<file path="config.mk">
export PLATFORM = sky130hd
export DESIGN_NAME = ps2_host_tx
export DESIGN_NICKNAME = d
export VERILOG_FILES = /design/src/rtl/ps2_pkg.sv /design/src/rtl/ps2_line_sync.sv /design/src/rtl/ps2_host_tx.sv
export SDC_FILE = /design/constraint.sdc
export NUM_CORES = 1
export LEC_CHECK = 0
export CAP_MARGIN = 30
export CORE_UTILIZATION = 60
export DETAILED_ROUTE_END_ITERATION = 8
export DONT_BUFFER_PORTS = 1
export GPL_TIMING_DRIVEN = 0
export PLACE_DENSITY_LB_ADDON = 0.05
export SLEW_MARGIN = 20
export SYNTH_ARGS = -nofsm -noshare
export SYNTH_HDL_FRONTEND = slang
export SYNTH_HIERARCHICAL = 1
export SYNTH_SLANG_ARGS = --single-unit
</file>
<file path="constraint.sdc">
create_clock -name clk -period 4.5 [get_ports clk]
set_clock_uncertainty 0.2 [all_clocks]
set_input_delay 0.675 -clock clk [delete_from_list [all_inputs] [get_ports clk]]
set_output_delay 0.675 -clock clk [all_outputs]
set_load 0.02 [all_outputs]
</file>
<file path="src/rtl/ps2_pkg.sv">
// ps2_pkg: shared state encoding and constants for the PS/2 host transmitter.
package ps2_pkg;
    typedef enum logic [2:0] {IDLE, INHIBIT, RTS, DATA, STOP, ACK, WAIT_IDLE, ERR} ps2_state_t;
    localparam logic [7:0] CMD_SET_LEDS = 8'hED;
    localparam logic [7:0] CMD_RESET    = 8'hFF;
    localparam logic [7:0] CMD_ECHO     = 8'hEE;
    localparam logic [3:0] LAST_DATA    = 4'd9;
    localparam logic [3:0] STOP_FALL    = 4'd10;
    localparam logic [3:0] ACK_FALL     = 4'd11;
endpackage

</file>
<file path="src/rtl/ps2_line_sync.sv">
// ps2_line_sync: 2-FF synchronizers for the PS/2 lines plus a registered clock falling-edge detector.
module ps2_line_sync (
    input  logic clk,
    input  logic reset,
    input  logic ps2clk_in,
    input  logic ps2data_in,
    output logic clk_s,
    output logic data_s,
    output logic fall
);
    logic [2:0] c;
    logic [1:0] d;
    // Idle bus level is high, so resetting to 1 avoids a spurious edge on release.
    always_ff @(posedge clk or negedge reset) begin
        if (!reset) begin
            c    <= '1;
            d    <= '1;
            fall <= 1'b0;
        end else begin
            c    <= {c[1:0], ps2clk_in};
            d    <= {d[0], ps2data_in};
            fall <= c[2] & ~c[1];
        end
    end
    assign clk_s  = c[1];
    assign data_s = d[1];
endmodule

</file>
<file path="src/rtl/ps2_host_tx.sv">
// ps2_host_tx: host-to-device PS/2 transmitter driving the open-drain bus through pull-low enables.
module ps2_host_tx #(
    parameter int CLKFREQ_KHZ = 6500,
    parameter int INHIBIT_US  = 120,
    parameter int TIMEOUT_CYC = 97500
) (
    input  logic       clk,
    input  logic       reset,
    input  logic       ps2clk_in,
    input  logic       ps2data_in,
    output logic       ps2clk_oe,
    output logic       ps2data_oe,
    input  logic [7:0] tx_data,
    input  logic       send,
    output logic       busy,
    output logic       done,
    output logic       error
);
    import ps2_pkg::*;
    localparam int INHIBIT_CYC = CLKFREQ_KHZ * INHIBIT_US / 1000;
    ps2_state_t  state, state_n;
    logic [16:0] cnt, cnt_n;
    logic [3:0]  bits, bits_n;
    logic [8:0]  frame, frame_n;
    logic        done_n;
    logic        clk_s, data_s, fall;
    ps2_line_sync u_sync (
        .clk       (clk),
        .reset     (reset),
        .ps2clk_in (ps2clk_in),
        .ps2data_in(ps2data_in),
        .clk_s     (clk_s),
        .data_s    (data_s),
        .fall      (fall)
    );
    always_ff @(posedge clk or negedge reset) begin
        if (!reset) begin
            state <= IDLE;
            cnt   <= '0;
            bits  <= '0;
            frame <= '0;
            done  <= 1'b0;
        end else begin
            state <= state_n;
            cnt   <= cnt_n;
            bits  <= bits_n;
            frame <= frame_n;
            done  <= done_n;
        end
    end
    // cnt times the inhibit phase, then restarts at RTS entry as the saturating transfer timeout.
    always_comb begin
        state_n = state;
        cnt_n   = (cnt == '1) ? cnt : cnt + 17'd1;
        bits_n  = bits;
        frame_n = frame;
        done_n  = 1'b0;
        case (state)
            IDLE: begin
                cnt_n = '0;
                if (send && !done) begin
                    state_n = INHIBIT;
                    frame_n = {~^tx_data, tx_data};
                end
            end
            INHIBIT: if (cnt == 17'(INHIBIT_CYC - 1)) begin
                state_n = RTS;
                cnt_n   = '0;
            end
            RTS: if (fall) begin
                state_n = DATA;
                bits_n  = 4'd1;
            end
            DATA: if (fall) begin
                bits_n  = bits + 4'd1;
                frame_n = {1'b1, frame[8:1]};
                state_n = (bits == LAST_DATA) ? STOP : DATA;
            end
            STOP: state_n = (bits == STOP_FALL) ? ACK : ERR;
            ACK: if (fall) begin
                bits_n  = ACK_FALL;
                state_n = data_s ? ERR : WAIT_IDLE;
            end
            WAIT_IDLE: if (clk_s && data_s) begin
                state_n = IDLE;
                done_n  = 1'b1;
            end
            ERR: state_n = IDLE;
            default: state_n = IDLE;
        endcase
        if (state inside {RTS, DATA, STOP, ACK, WAIT_IDLE} && cnt == 17'(TIMEOUT_CYC - 1)) begin
            state_n = ERR;
            done_n  = 1'b0;
        end
    end
    assign busy       = state != IDLE && state != ERR;
    assign error      = state == ERR;
    assign ps2clk_oe  = state == INHIBIT;
    assign ps2data_oe = state == RTS || (state == DATA && !frame[0]);
endmodule

</file>
==> metrics.md, run 1 <==
| Metric | Value |
|---|---|
| Run status | complete, no violations |
| Router iterations before antenna repair | 7 |
| Yosys warns | 6 |
| First-pass GRT wire length | 9000 um |
| Initial Util | 0.633 |
| Vias per cell | 6.47 |
| Std-Cell Rows | 22 |
| Via count | 1985 |
| Routed len/inst | 16.7 um |
| Diodes inserted | 0 |
| CP Max Fanout | 10 |
| Worst R2R Path Depth | 4 |
| Crit Path Class | flip-flop to output pin |
| Largest net degree at the start of global routing | 36 |
| Final hold viol count | 0 |
| Library cells used by synthesis | 54 |
| Final Cycle Share | 0.591 |
| Seq/Total Area, Yosys | 0.428 |
| Tmin final | 2660 ps |
| Max_cap viols | 0 |
| Initial antenna violation count | 0 |
| Worst slew pin tran | 798 ps |
| Reg-to-Reg Start | state[1]$_DFFE_PN0P_ |
| Nature of the critical path endpoint | output pin |
| Setup Viol. Count Final | 0 |
| Slew Viols, Final | 0 |
| Largest area contributor in the netlist | dfrtp_1 |
| Min setup slack post-route | 1840 ps |
| Power Dens Cells | 567 nW/um^2 |
| Number of remaining DRC errors | 0 |
| Worst Path Required | 3620 ps |
| Buffers added on ports | 0 |
| DR iter-0 viols | 143 |
| Layout cells sized above 1 | 0.131 |
| Hold crit path type | input port to async pin |
| Vias in the first global route | 1945 |
| Grt ovf | 0 |
| Static Leak | 1.06 nW |
| Die Wd | 64.6 um |
| CP arrival | 1780 ps |
| Dpl ws | 2190 ps |
| Clock sink count | 40 |
| FF+latch count, synth | 40 |
| VDD IR-drop max | 293 uV |
| Nets | 275 |
| Synthesized instance count | 250 |
| Worst skew pair latency | 290 ps |
| Max clock buf depth | 2 |
| DIE AREA | 4180 um^2 |
| Gr usage total | 0.281 |
| Nets in the synthesized netlist | 267 |
| CTS tree | built |
| Top cells by area, synth | dfrtp_1 (37%), dfstp_2 (5.6%), a21oi_1 (4.9%) |
| Die Y-Extent | 64.6 um |
| Detailed Route WL | 5130 um |
| Syn Area/Cell | 9.41 um^2 |
| Asr flop ratio synth | 1.00 |
| Total Power | 1.45 mW |
| Syn-to-layout area delta | 8.78% |
| Global placer's final weighted congestion | 0.939 |
| H-tree level count | 2 |
| Total CTS buffers | 5 |
| Relative slew slack | 0.466 |
| RSZ-0062 raised after global routing | no |
| Core area | 3720 um^2 |
| Worst reg2reg endpoint | cnt[12]$_DFF_PN0_ |
| Startpoint types | flip-flop |
| Netlist Area Pre-Place | 2350 um^2 |
| Most used DFF post-synth | dfrtp_1 |
| EDFF count, synth | 0 |
| Root Buffer | clkbuf_8 |
| R2R Setup Slk | 2290 ps |
| Clk slew on worst S/H paths | 80 ps |
| Dpl hpwl | 3550 um |
| Yosys top cell area share | 0.372 |
| Final ANT Viol Nets | 0 |
| IO Count | 18 |
| Setup TNS | 0 ps |
| Peak Freq | 376 MHz |
[sequential cells by signal, indices dropped and copies added, names as in the netlist]
| signal | cells |
|---|---|
| frame | 9 |
| u_sync/c | 3 |
| u_sync/fall | 1 |
| bits | 4 |
| u_sync/d | 2 |
| done | 1 |
| cnt | 17 |
| state | 3 |
[stage by stage]
step                      instance area [um^2]  std cells  hold WS [ps]   util
after floorplan                           2350        250           145      -
after global placement                    2410        298           149  0.649
after detailed placement                  2410        298           151  0.649
after CTS                                 2560        307          9.25  0.689
after global routing                      2560        307          2.38  0.689
final                                     2560        307          2.73  0.689
[worst max-delay path: stages, from the launching register on]
cell and delay, ps:
dfrtp_1 390, buf_2 240, buf_1 370, nor3_1 140, nor2_1 350
[logic make-up after synthesis]
logic type,after synthesis,synth area share
AOI/OAI and AO/OA,72,0.205
xor gates and xnor gates,8,0.0298
adders and majority gates,4,0.0213
buffers and inverters,24,0.0489
DFF,40,0.428
muxes,9,0.0383
and+or+nand+nor,93,0.228
[synthesized netlist by cell type (6+ instances only)]
master and instances:
inv_1 11, mux2i_1 9, xnor2_1 6, nand4_1 7, nor2_1 18, nand2_1 16
dfrtp_1 35, a21oi_1 23, o21ai_0 10, nor3_1 6, nand3_1 9
[worst max-delay path by stage]
| stage | from | end | slack, ps | cells past startpoint |
|---|---|---|---|---|
| after floorplan | state[1]$_DFFE_PN0P_ | busy | 2410 | 4 |
| after global placement | state[0]$_DFFE_PN0P_ | busy | 2200 | 4 |
| after detailed placement | state[0]$_DFFE_PN0P_ | busy | 2190 | 4 |
| after CTS | state[1]$_DFFE_PN0P_ | busy | 1870 | 4 |
| after global routing | state[1]$_DFFE_PN0P_ | busy | 1770 | 4 |
| final | state[1]$_DFFE_PN0P_ | busy | 1840 | 4 |
[area by class of cell]
cell class / instances / area, um^2
Inverter: 11 / 41.3
Sequential cell: 40 / 1010
Buffer: 13 / 73.8
Timing Repair Buffer: 1 / 20.0
Fill cell: 298 / 1160
Clock inverter: 1 / 30.0
Clock buffer: 7 / 96.3
Multi-Input combinational cell: 186 / 1230
Tap cell: 48 / 60.1
[layout by cell type (no fill, tap or decap), drive strengths merged, types with 2 or more instances in the layout]
master,instances
dfrtp,35
a21oi,24
nor2,18
nand2,17
inv,11
buf,11
o21ai,10
nand3,10
clkbuf,10
mux2i,9
nand4,7
nor3,6
xnor2,6
o31ai,5
a22oi,5
or3,5
dfstp,5
and3,5
a211oi,4
a221oi,4
o211ai,4
ha,4
nor4,3
a32oi,3
a31oi,3
nand2b,3
nor2b,3
or3b,2
nor4bb,2
and3b,2
and4,2
a2bb2oi,2
o21a,2
or4,2
nor3b,2
xor2,2
[repair_timing]
action / in CTS / in global routing
setup endpoints to repair: 0 / 0
hold buffers: 1 / 0
buffers inserted: 0 / 0
hold endpoints to repair: 35 / 0
gates resized for setup: 0 / 0
[routing by layer]
metal	vias to the layer above	track usage	wire length (um)
met1	946	0.360	2270
met2	75	0.480	2500
met3	9	0.0634	286
li1	955	-	-
met4	0	0.0694	65
met5	-	0	0
[power by group]
part	switching (mW)	internal (mW)	leakage, nW	total (mW)
clock	0.122	0.196	0.0645	0.318
combinational	0.368	0.229	0.503	0.597
sequential	0.0845	0.451	0.492	0.536
total	0.574	0.876	1.06	1.45
Note: power is estimated with default switching activity, not from simulation.
==> run 2: changes to the inputs <==
==> constraint.sdc (replaced) <==
create_clock -name clk -period 2.61 [get_ports clk]
set_clock_uncertainty 0.2 [all_clocks]
set_input_delay 0.3915 -clock clk [delete_from_list [all_inputs] [get_ports clk]]
set_output_delay 0.3915 -clock clk [all_outputs]
set_load 0.02 [all_outputs]
==> metrics.md, run 2 (same netlist as run 1, synthesis figures left out) <==
| Metric | Value |
|---|---|
| Run status | complete, no violations |
| DR iter-0 viols | 161 (+13%) |
| Die Y-Extent | 64.6 um (unchanged) |
| Worst skew pair latency | 290 ps (about the same) |
| Total CTS buffers | 5 (unchanged) |
| GR met3 Demand/Resource | 0.0634 (unchanged) |
| Peak Freq | 421 MHz |
| Area occupied by multi-input gates | 1230 um^2 (unchanged) |
| Vias in the first global route | 1956 (+0.57%) |
| RSZ-0062 raised after global routing | no |
| # fillers | 297 (-0.34%) |
| First-pass GRT wire length | 8870 um (-1.5%) |
| Comb power frac | 0.412 (about the same) |
| Worst slew pin tran | 761 ps (-36.9 ps) |
| Cell Int Power | 1.51 mW (+73%) |
| Die Wd | 64.6 um (unchanged) |
| Slowest stage delay, CP | 390 ps (about the same) |
| Initial antenna violation count | 0 (unchanged) |
| Root Buffer | clkbuf_8 |
| Placed cell areas | 2410 um^2 (unchanged) |
| Diodes inserted | 0 (unchanged) |
| Power Dens Cells | 967 nW/um^2 (+71%) |
| Dpl hpwl | 3550 um (unchanged) |
| Grt ovf | 0 (unchanged) |
| Post-CTS setup buffer count | 0 (unchanged) |
| Startpoint types | flip-flop |
| Largest Register | cnt |
| CP arrival | 1780 ps (about the same) |
| VDD IR-drop max | 505 uV (+73%) |
| Commonest non-fill, non-tap cell in the layout | dfrtp_1 |
| Max reg flops | 17 (unchanged) |
| Std-Cell Rows | 22 (unchanged) |
| Max clock buf depth | 2 (unchanged) |
| Clock share of power | 0.218 (about the same) |
| Initial Util | 0.633 (unchanged) |
| DIE AREA | 4180 um^2 (unchanged) |
| Tmin final | 2370 ps |
| Crit path buffers/inverters | 2 (unchanged) |
| Slowest cell on the critical path | dfrtp_1 |
| Critical path's top delay family | buffers and inverters |
| Max_cap viols | 0 (unchanged) |
| Nets | 278 (+1.1%) |
| Largest net degree at the start of global routing | 41 (+14%) |
| Via count | 1982 (-0.15%) |
| Layout cells sized above 1 | 0.130 (-0.00150) |
| IO Count | 18 (unchanged) |
| Routed len/inst | 16.4 um (-1.8%) |
| Detailed Route WL | 5090 um (-0.82%) |
| Worst path cell trace | buf_2, buf_1, nor3_1, nor2_1 |
| Core area | 3720 um^2 (unchanged) |
| Slew Viols, Final | 0 (unchanged) |
| Met2 Use GR | 0.472 (-0.00789) |
| Buffers added on ports | 0 (unchanged) |
| Final instance area | 2590 um^2 (+1.2%) |
| Clock sink count | 40 (unchanged) |
| Most frequent cells in the layout | dfrtp_1 (35), a21oi_1 (23), nor2_1 (18) |
| Syn-to-layout area delta | 10.1% |
| Static Leak | 1.07 nW (+1.2%) |
| Nature of the critical path endpoint | output pin |
| Switching share of total power | 0.395 (-0.000482) |
| CTS tree | built |
| Worst Path Required | 2020 ps (-1600 ps) |
| Met1 Track Usage GR | 0.348 (-0.0116) |
| Setup TNS | 0 ps (unchanged) |
| Clk slew on worst S/H paths | 80 ps (about the same) |
| Final ANT Viol Nets | 0 (unchanged) |
| Hold crit path type | input port to flip-flop |
| Most used routing layer | met2 |
| Crit Path Class | flip-flop to output pin |
| Number of remaining DRC errors | 0 (unchanged) |
| CP Max Fanout | 10 (unchanged) |
| Final Cycle Share | 0.910 |
| Reg power frac | 0.370 (about the same) |
| Relative slew slack | 0.491 (+0.0247) |
| Vias per cell | 6.39 (-1.1%) |
| Post-layout util | 0.697 (+0.00808) |
| Sw Pwr | 989 uW (+72%) |
| Final hold viol count | 0 (unchanged) |
| FF/Latch Area | 1010 um^2 (unchanged) |
| Router iterations before antenna repair | 4 (-3) |
| Biggest regs | cnt (17), frame (9), bits (4) |
| Setup Viol. Count Final | 0 (unchanged) |
| Gr usage total | 0.276 (-0.00496) |
| Global placer's final weighted congestion | 0.939 (unchanged) |
| H-tree level count | 2 (unchanged) |
[run 2: layout make-up]
cell class / instances / area share
flip-flops and latches: 40 / 0.389
well taps: 48 / 0.0232
clock buffers: 7 / 0.0372
inverters: 11 / 0.0159
multi-input cells: 186 / 0.475
repair buffers: 4 / 0.0193
plain buffers: 13 / 0.0285
clock inverters: 1 / 0.0116
[run 2: what timing repair did]
action | CTS | global route
hold endpoints to repair | 42 | 0
hold buffers | 4 | 0
gates resized for setup | 0 | 0
[run 2: final timing paths]
kind	slack [ps]	endpoint	cells past startpoint	startpoint
worst max register to register	430	cnt[12]$_DFF_PN0_	4	state[1]$_DFFE_PN0P_
max in group asynchronous	1590	u_sync/c[0]$_DFF_PN1_	2	reset
min in group asynchronous	350	bits[3]$_DFFE_PN0P_	2	reset
worst min-delay path	20	frame[8]$_DFFE_PN0P_	1	send
worst min register to register	160	u_sync/d[1]$_DFF_PN1_	0	u_sync/d[0]$_DFF_PN1_
worst max-delay path	240	busy	4	state[1]$_DFFE_PN0P_
[run 2: worst reg2reg max path: stages, from the launching register on]
cell	delay (ps)
dfrtp_1	410
buf_2	200
nor2_1	600
clkbuf_1	470
a22oi_1	160
[run 2: per-layer routing]
layer	vias up	wire (um)	part of all wire
li1	964	-	-
met1	956	2260	0.44
met2	58	2540	0.50
met3	4	252	0.050
met4	0	36	0.0071
met5	-	0	0
[run 2: through the flow]
step | setup WS, ps | instances | hold WS, ps | power [mW]
detailed placement | 458 | 298 | -103 | 1.94
CTS | 260 | 310 | 13.1 | 2.52
global route | 161 | 310 | 21.6 | 2.70
finish | 236 | 310 | 17.3 | 2.50
floorplan | 708 | 250 | -104 | 1.71
global placement | 478 | 298 | -103 | 1.91
[run 2: power groups by stage]
stage               clock network (mW)  registers [mW]  logic (mW)
detailed placement                   0           0.933        1.01
CTS                              0.561           0.922        1.03
global route                     0.584           0.952        1.16
global placement                     0           0.927       0.986
floorplan                            0           0.893       0.813
finish                           0.545           0.925        1.03
